<file path="src/rtl/prio_enc_pkg.sv">
// Shared constants and helpers for the priority encoder controller.
// Priority modes and index-width calculation.
package prio_enc_pkg;

    localparam int PRIO_LSB = 0;
    localparam int PRIO_MSB = 1;
    localparam int PRIO_RR  = 2;

    // Index width that never collapses to zero bits.
    function automatic int idx_width(input int n);
        return (n <= 2) ? 1 : $clog2(n);
    endfunction

endpackage

</file>
<file path="src/rtl/prio_scan.sv">
// Combinational priority scan over a request vector.
// Fixed LSB/MSB priority, or rotating scan from a start position.
module prio_scan
    import prio_enc_pkg::*;
#(
    parameter int N    = 8,
    parameter int MODE = PRIO_LSB,
    localparam int W   = idx_width(N)
) (
    input  logic [N-1:0] vec,
    input  logic [W-1:0] start,
    output logic         found,
    output logic [W-1:0] pos
);

    logic [N-1:0] rot;
    logic [W:0]   sum;
    int           k;
    logic         unused_start;

    assign unused_start = ^start;

    // Select one set bit of vec according to the priority mode.
    always_comb begin
        found = |vec;
        pos   = '0;
        rot   = '0;
        sum   = '0;
        k     = 0;
        if (MODE == PRIO_RR) begin
            rot = N'({vec, vec} >> start);
            for (int i = N - 1; i >= 0; i--) begin
                if (rot[i]) k = i;
            end
            sum = {1'b0, start} + (W + 1)'(k);
            if (sum >= (W + 1)'(N)) sum = sum - (W + 1)'(N);
            pos = sum[W-1:0];
        end else if (MODE == PRIO_MSB) begin
            for (int i = 0; i < N; i++) begin
                if (vec[i]) pos = W'(i);
            end
        end else begin
            for (int i = N - 1; i >= 0; i--) begin
                if (vec[i]) pos = W'(i);
            end
        end
    end

endmodule

</file>
<file path="src/rtl/prio_enc_ctrl.sv">
// Registered priority encoder with sticky capture and valid/ready output.
// One pending line is issued per handshake and cleared on acceptance.
module prio_enc_ctrl
    import prio_enc_pkg::*;
#(
    parameter int N    = 8,
    parameter int MODE = PRIO_LSB,
    localparam int W   = idx_width(N)
) (
    input  logic         clk,
    input  logic         rst,
    input  logic [N-1:0] req,
    input  logic [N-1:0] en,
    input  logic         out_ready,
    output logic         out_valid,
    output logic [W-1:0] idx,
    output logic [N-1:0] pending
);

    logic         hs;
    logic [N-1:0] clr;
    logic [N-1:0] cand;
    logic [W-1:0] ptr;
    logic [W-1:0] start;
    logic [W-1:0] pos;
    logic         found;

    assign hs    = out_valid & out_ready;
    assign clr   = hs ? (N'(1) << idx) : '0;
    assign cand  = pending & en & ~clr;
    assign start = (ptr == W'(N - 1)) ? '0 : ptr + 1'b1;

    prio_scan #(
        .N    (N),
        .MODE (MODE)
    ) u_scan (
        .vec   (cand),
        .start (start),
        .found (found),
        .pos   (pos)
    );

    // Sticky capture; a same-cycle request re-sets the accepted bit.
    always_ff @(posedge clk or posedge rst) begin
        if (rst) pending <= '0;
        else     pending <= (pending & ~clr) | req;
    end

    // Output register reloads when empty or when the index is taken.
    always_ff @(posedge clk or posedge rst) begin
        if (rst) begin
            out_valid <= 1'b0;
            idx       <= '0;
        end else if (!out_valid || hs) begin
            out_valid <= found;
            idx       <= found ? pos : '0;
        end
    end

    // Round-robin pointer tracks the last accepted line.
    always_ff @(posedge clk or posedge rst) begin
        if (rst)     ptr <= W'(N - 1);
        else if (hs) ptr <= idx;
    end

endmodule

</file>
<file path="config.mk">
export PLATFORM = sky130hd
export DESIGN_NAME = prio_enc_ctrl
export DESIGN_NICKNAME = d
export VERILOG_FILES = /design/src/rtl/prio_enc_pkg.sv /design/src/rtl/prio_scan.sv /design/src/rtl/prio_enc_ctrl.sv
export SDC_FILE = /design/constraint.sdc
export NUM_CORES = 1
export LEC_CHECK = 0
export CORE_MARGIN = 2
export CORE_UTILIZATION = 43
export CTS_CLUSTER_DIAMETER = 150
export DETAILED_ROUTE_END_ITERATION = 12
export GPL_TIMING_DRIVEN = 0
export HOLD_SLACK_MARGIN = 0.15
export PLACE_DENSITY_LB_ADDON = 0.2
export SETUP_SLACK_MARGIN = 0.02
export SLEW_MARGIN = 10
export SYNTH_ARGS = -nofsm -noshare
export SYNTH_HDL_FRONTEND = slang
export SYNTH_HIERARCHICAL = 1
export SYNTH_SLANG_ARGS = --single-unit
</file>
<file path="constraint.sdc">
create_clock -name clk -period 1.9 [get_ports clk]
set_clock_uncertainty 0.1 [all_clocks]
set_input_delay 0.285 -clock clk [delete_from_list [all_inputs] [get_ports clk]]
set_output_delay 0.285 -clock clk [all_outputs]
set_load 0.005 [all_outputs]
</file>
# ---- Word-level counts from Yosys, hierarchy flattened
# Index checks and enable logic that the tools add are counted.
dict set report word_totals {
  regBits 12
  latchBits 0
  mem_bits_rw 0
  rom_bits 0
  output_inout_bits 12
  wordCells 23
  n_memories 0
}
dict set report classes {
  addsub 0
  multipliers 0
  n_div 0
  n_lt_le_gt_ge 0
  eq_ne 0
  shift 1
  n_mux 10
  bitwise 6
  reduce_logical 3
}
# cell count
set ops {}
lappend ops {{3-bit 2-to-1 mux} 9}
lappend ops {{8-bit bitwise AND} 3}
lappend ops {{8-bit 2-to-1 mux} 1}
lappend ops {{8-bit NOT} 1}
lappend ops {{8-bit OR} 1}
lappend ops {{8-bit OR reduction} 1}
lappend ops {{1-bit by 3-bit left shift with 8-bit output (first input constant)} 1}
lappend ops {{1-bit bitwise AND} 1}
lappend ops {{1-bit logical NOT} 1}
lappend ops {{1-bit logical OR} 1}

# ---- Depth between registers and ports, before layout
# Gate-level depths: netlist of run 1.
dict set report logic_depth {
  depth_word 13
  depth_mapped 8
}

# ---- Cells and area by module
# Netlist of run 1, hierarchy kept.
# module instances cells_per_inst area_each_um2 seq_area_each_um2
set modules_own_cells {}
lappend modules_own_cells {prio_enc_ctrl 1 82 752.0 379.1}
lappend modules_own_cells {prio_scan 1 13 81.3 0.0}

# ---- Least setup slack after synthesis of run 1
# Ideal clock, no wire load.
dict set report synth_path {
  kind {reg-to-reg}
  start {register out_valid}
  end {register out_valid}
  setup_ns 0.124
  arrival_ns 1.490
  slack_ns 0.186
  stages_incl_launch_ff 7
  period_less_slack_ns 1.714
  cell_sequence {dfrtp_1 -> and2_1 -> buf_2 -> a21oi_1 -> nor4_2 -> nand3_1 -> or2_1}
}
dict set report synth_between {
  elab_chain_len 5
  elab_cells_between_ends 7
  classes_between {mux (1); bitwise (3); reduce/logical (3)}
}
# item line_no
set synth_lines {}
lappend synth_lines {{from (decl)} prio_enc_ctrl.sv:15} ;# output logic out_valid,
lappend synth_lines {{from (signal assigned)} prio_enc_ctrl.sv:55} ;# out_valid <= found;
lappend synth_lines {{1-bit bitwise AND} prio_enc_ctrl.sv:28} ;# assign hs = out_valid & out_ready;
lappend synth_lines {{8-bit 2-to-1 mux} prio_enc_ctrl.sv:29} ;# assign clr = hs ? (N'(1) << idx) : '0;
lappend synth_lines {{8-bit NOT} prio_enc_ctrl.sv:30} ;# assign cand = pending & en & ~clr;
lappend synth_lines {{8-bit bitwise AND} prio_enc_ctrl.sv:30}
lappend synth_lines {{via cand[4]} prio_enc_ctrl.sv:22} ;# logic [N-1:0] cand;
lappend synth_lines {{8-bit OR reduction} prio_scan.sv:25} ;# found = |vec;
lappend synth_lines {{via found} prio_enc_ctrl.sv:26} ;# logic found;
# The timed path passes the listed nets, and every way through them passes these cells.
# A chain may end at the register's enable or synchronous reset.

# ---- Worst setup path after layout of run 1
dict set report layout_path {
  start {register idx[1]}
  end {register out_valid}
}
dict set report layout_between {
  elab_chain_len 5
}
# item line_no
set layout_lines {}
lappend layout_lines {{from (decl)} prio_enc_ctrl.sv:16} ;# output logic [W-1:0] idx,
lappend layout_lines {{from (signal assigned)} prio_enc_ctrl.sv:56} ;# idx <= found ? pos : '0;
lappend layout_lines {{1-bit by 3-bit left shift with 8-bit output} prio_enc_ctrl.sv:29}
lappend layout_lines {{8-bit 2-to-1 mux} prio_enc_ctrl.sv:29}
lappend layout_lines {{8-bit NOT} prio_enc_ctrl.sv:30}
lappend layout_lines {{8-bit bitwise AND} prio_enc_ctrl.sv:30}
lappend layout_lines {{via cand[5]} prio_enc_ctrl.sv:22}
lappend layout_lines {{8-bit OR reduction} prio_scan.sv:25}
lappend layout_lines {{via found} prio_enc_ctrl.sv:26}
# The timed path passes the listed nets, and every way through them passes these cells.

==> results of run 1 <==
## state kept, by name, summed over array words and instances (netlist names)
| name | cells |
|---|---|
| out_valid | 1 |
| pending | 8 |
| idx | 3 |
## power breakdown
group | switching, mW | internal [mW]
clock network | 0.0841 | 0.0733
logic | 0.120 | 0.155
registers | 0.0305 | 0.285
total | 0.235 | 0.513
## through the flow
stage	setup TNS, ns	std cells	cell area (um^2)
after CTS	0	135	1040
after global placement	-1.30	131	1010
final	0	137	1090
after floorplan	0	85	686
after detailed placement	-1.39	131	1010
after global routing	0	137	1090
## area by class of cell
cell class	instances	area, um^2	area share (%)
multi-input combinational	61	373	34.2
timing repair buffer	33	322	29.5
sequential	12	304	27.9
inverter	10	37.5	3.44
clock buffer	3	22.5	2.06
tap	16	20.0	1.83
buffer	2	12.5	1.15
## worst min path at each step
stage                          start    endpoint  depth (start not counted)
after detailed placement      idx[2]      idx[2]                          2
after global placement    pending[1]  pending[1]                          2
final                            rst  pending[1]                          2
after global routing             rst  pending[1]                          2
after CTS                        rst  pending[1]                          2
after floorplan                  rst      idx[0]                          1
## repair_timing
item,CTS,global route
setup buffers,1,2
gates resized for setup,3,12
hold buffers,0,0
pin swaps,0,2
endpoints found under the setup margin,4,4
## per-layer routing
layer  vias up  global-route usage [%]
li1        364                       -
met1       344                    25.5
met2        23                    32.1
met3         2                    3.33
met4         0                    10.9
met5         -                       0
==> reports/metrics.yaml, run 1 <==
route.met3.wl_um: 112
worstSetupStartpointType: "flip-flop"
dp_slack_ns: -0.413
syn_inst: 85
die_area_um2: 1930
rows: 14
max_cap_viol_count: 0
vias_per_cell: 5.35
power_leakage_nw: 0.468
drive_above_1_share_pct: 17.4
slew_violations: 0
ff2ff_setup_slack_ns: 0.1
grt.total_usage_pct: 20.0
synth_area_per_cell_um2: 8.07
grt-ovfl-total: 0
status: "completed"
synthToLayoutAreaGrowth_pct: 59.1
top_layer: "met4"
worst_setup_path_end_kind: "flip-flop"
hold_viol_final: 0
chipHeight_um: 43.9
io_buffers: 30
path_buf_inv: 0
drt_iter0_markers: 19
grt_max_degree: 13
antenna_found_initial: 0
yosysWarnings: 6
wl_um: 1670
place_hpwl_um: 1240
met2_length_um: 795
clock_latency_ns: 0.27
cts.path.max_buffers: 2
fillers: 124
layout.nets: 142
path_clk_slew_ns: 0.08
synth_nets: 104
setup_viol: 0
startpoint: "idx[1]"
cts_buffers: 3
cpPeakStageDelay_ns: 0.45
n_antenna_cell: 0
start_util_pct: 45.5
ant_nets: 0
grt_pass1_vias: 677
wl_met1_um: 754
critPathKind: "reg -> reg"
clockRootBuffer: "clkbuf_4"
drc: 0
cp_data_arrival_time_ns: 1.86
reg2regPathDepth: 5
hold_ws_ns: 0.215
max_freq_ghz: 0.555
clkSinkCount: 12
place_congestion: 0.734
htree_levels: 1
syn-cell-area_um2: 686
rsz0062_at_grt: "false"
coreArea_um2: 1510
final_common_cell: "clkdlybuf4s50_1"
rr_endpoint: "out_valid"
min_period_over_period_pct: 94.9
dr.pass1.iters: 4
crit_chain: "and3b_2 > a21oi_2 > nor4_2 > nand3_1 > or2_1"
critical-path-top-delay-family: "simple AND/OR/NAND/NOR gates"
die-width_um: 43.9
final_core_util_pct: 72.4
power_mw: 0.747
worstSetupPathDepth: 5
critPathSlowestCell: "dfrtp_2"
wire_per_inst_um: 12.2
hold_class: "in -> async"
ir_drop_mv: 0.509
worst_slew_pin_slew_ns: 0.463
io-pin-count: 31
relSlewSlack_pct: 69.1
cts_tree: "yes"
mostFrequentLayoutCells: "clkdlybuf4s50_1 (29), nand2_1 (11), nor2_1 (11), inv_1 (10), dfrtp_1 (9)"
dr_total_vias: 733
crit_required_ns: 1.95
power_density_nw_per_um2: 685
worstPathMaxFanout: 6
grt_pass1_wl_um: 2820
min_period_ns: 1.80
worstSetupEndpoint: "out_valid"
worst_slack_ns: 0.0971
regToRegStartpoint: "idx[1]"
Power figures use the tool's default switching activity.
==> run 2, diff against run 1 <==
--- a/config.mk
+++ b/config.mk
@@ -6,7 +6,8 @@
 export NUM_CORES = 1
 export LEC_CHECK = 0
 export CORE_MARGIN = 2
-export CORE_UTILIZATION = 43
+export CORE_UTILIZATION = 45
+export CTS_BUF_LIST = sky130_fd_sc_hd__clkbuf_2
 export CTS_CLUSTER_DIAMETER = 150
 export DETAILED_ROUTE_END_ITERATION = 12
 export GPL_TIMING_DRIVEN = 0
==> run 2 against run 1 <==
  * Via count is 2.6% higher
  * Final cell count grew 1.5%
  * Combinational power rose by 4%
==> reports/metrics.yaml, run 2 (synthesized netlist as in run 1, its figures left out) <==
status: "completed"
path_clk_slew_ns: 0.12
io-pin-count: 31
regArea_um2: 303
cts.path.max_buffers: 2
wl_um: 1750
largest_reg_flops: 8
ir_drop_mv: 0.540
max_cap_viol_count: 0
slew_violations: 0
multi_input_area_um2: 362
io_buffers: 30
cts_tree: "yes"
critical-path-top-delay-family: "compound AO/OA/AOI/OAI gates"
ctsHoldBuffers: 0
path_buf_inv: 2
chipHeight_um: 43.0
final_core_util_pct: 73.8
hold_ws_ns: 0.227
critPathSlowestCell: "dfrtp_2"
fin_cells: 139
die_area_um2: 1850
drive_above_1_share_pct: 16.3
worst_setup_path_end_kind: "flip-flop"
place_hpwl_um: 1270
largestRegisters: "pending x8, idx x3, out_valid x1"
coreArea_um2: 1470
drt_iter0_markers: 12
n_antenna_cell: 0
fillers: 103
max_freq_ghz: 0.539
cts_buffers: 3
clkSinkCount: 12
dr_total_vias: 752
crit_required_ns: 1.98
cpPeakStageDelay_ns: 0.46
power_mw: 0.722
final_common_cell: "clkdlybuf4s50_1"
grt.total_usage_pct: 20.1
rows: 14
rsz0062_at_grt: "true"
grt_max_degree: 13
ant_nets: 0
dr.pass1.iters: 6
power_leakage_nw: 0.473
hold_viol_final: 0
grt-ovfl-total: 0
vias_per_cell: 5.41
grt_pass1_wl_um: 2830
dp.cells: 131
layout.nets: 144
hold_class: "in -> async"
crit_path_frequent_cell: "buf_4"
worstSetupStartpointType: "flip-flop"
htree_levels: 1
clock_latency_ns: 0.25
clockRootBuffer: "clkbuf_2"
cp_data_arrival_time_ns: 1.94
mostFrequentLayoutCells: "clkdlybuf4s50_1 (29), nand2_1 (11), nor2_1 (11), inv_1 (10), dfrtp_1 (10)"
die-width_um: 43.0
min_period_over_period_pct: 97.7
regMostFlops: "pending"
drc: 0
antenna_found_initial: 0
power_density_nw_per_um2: 665
place_congestion: 0.844
start_util_pct: 46.6
synthToLayoutAreaGrowth_pct: 58.4
grt_pass1_vias: 688
wire_per_inst_um: 12.6
worstPathMaxFanout: 6
worst_slew_pin_slew_ns: 0.469
min_period_ns: 1.86
crit_chain: "buf_4 > nor3b_4 > buf_4 > a21oi_1 > o41ai_1 > nand2_1 > o21ai_0"
critPathKind: "reg -> reg"
relSlewSlack_pct: 68.7
setup_viol: 0
-- run 2: path summary, 6_finish.rpt --
path / startpoint / slack, ns / end / cells past startpoint
setup / recovery: idx[1] / 0.04 / idx[0] / 7
hold / removal: rst / 0.23 / pending[2] / 2
setup reg to reg: idx[1] / 0.04 / idx[0] / 7
hold reg to reg: pending[7] / 0.48 / pending[7] / 2
max in group asynchronous: rst / 1.13 / idx[0] / 2
min in group clk: pending[7] / 0.48 / pending[7] / 2
-- run 2: area by class of cell --
| cell class | count | share of cell area [%] |
|---|---|---|
| flip-flops and latches | 12 | 27.9 |
| inverters | 10 | 3.46 |
| multi-input cells | 61 | 33.3 |
| clock buffers | 3 | 1.38 |
| plain buffers | 2 | 1.15 |
| repair buffers | 35 | 31.0 |
| well taps | 16 | 1.84 |
-- run 2: metal layers --
metal / vias to the layer above / global-route usage, % / wire [um] / part of all wire, %
li1: 366 / - / - / -
met5: - / 0 / 0 / 0
met3: 2 / 2.55 / 80 / 4.6
met4: 0 / 7.27 / 8 / 0.46
met1: 362 / 26.5 / 830 / 47
met2: 22 / 33.6 / 834 / 48
-- run 2: per-stage QoR --
step / worst slack [ns] / area, um^2 / TNS [ns]
global route: -0.0275 / 1090 / -0.0392
floorplan: 0.203 / 686 / 0
CTS: 0.0479 / 1040 / 0
detailed placement: -0.422 / 1010 / -1.42
global placement: -0.393 / 1010 / -1.34
finish: 0.0433 / 1090 / 0
-- run 2: what timing repair did --
action | 4_1_cts | 5_1_grt
buffers inserted | 2 | 3
resized for setup | 2 | 10
endpoints found under the setup margin | 4 | 4
pin swaps | 0 | 2
-- run 2: power breakdown --
group	leakage (nW)	internal, mW	total [mW]	switching [mW]
Clock	0.0125	0.0431	0.124	0.0804
Combinational	0.343	0.163	0.285	0.123
Sequential	0.118	0.285	0.313	0.0288
Total	0.473	0.490	0.722	0.232
==> run 3, diff against run 2 <==
--- a/config.mk
+++ b/config.mk
@@ -12,6 +12,7 @@
 export DETAILED_ROUTE_END_ITERATION = 12
 export GPL_TIMING_DRIVEN = 0
 export HOLD_SLACK_MARGIN = 0.15
+export MAX_ROUTING_LAYER = met4
 export PLACE_DENSITY_LB_ADDON = 0.2
 export SETUP_SLACK_MARGIN = 0.02
 export SLEW_MARGIN = 10
==> results of run 3 <==
No change in the layout: final DEF, timing and power equal those of run 2.
Main changes from that run: final weighted congestion in routability-driven placement 0.844 -> 0.857; overall routing resource usage 20.1% -> 20.6%
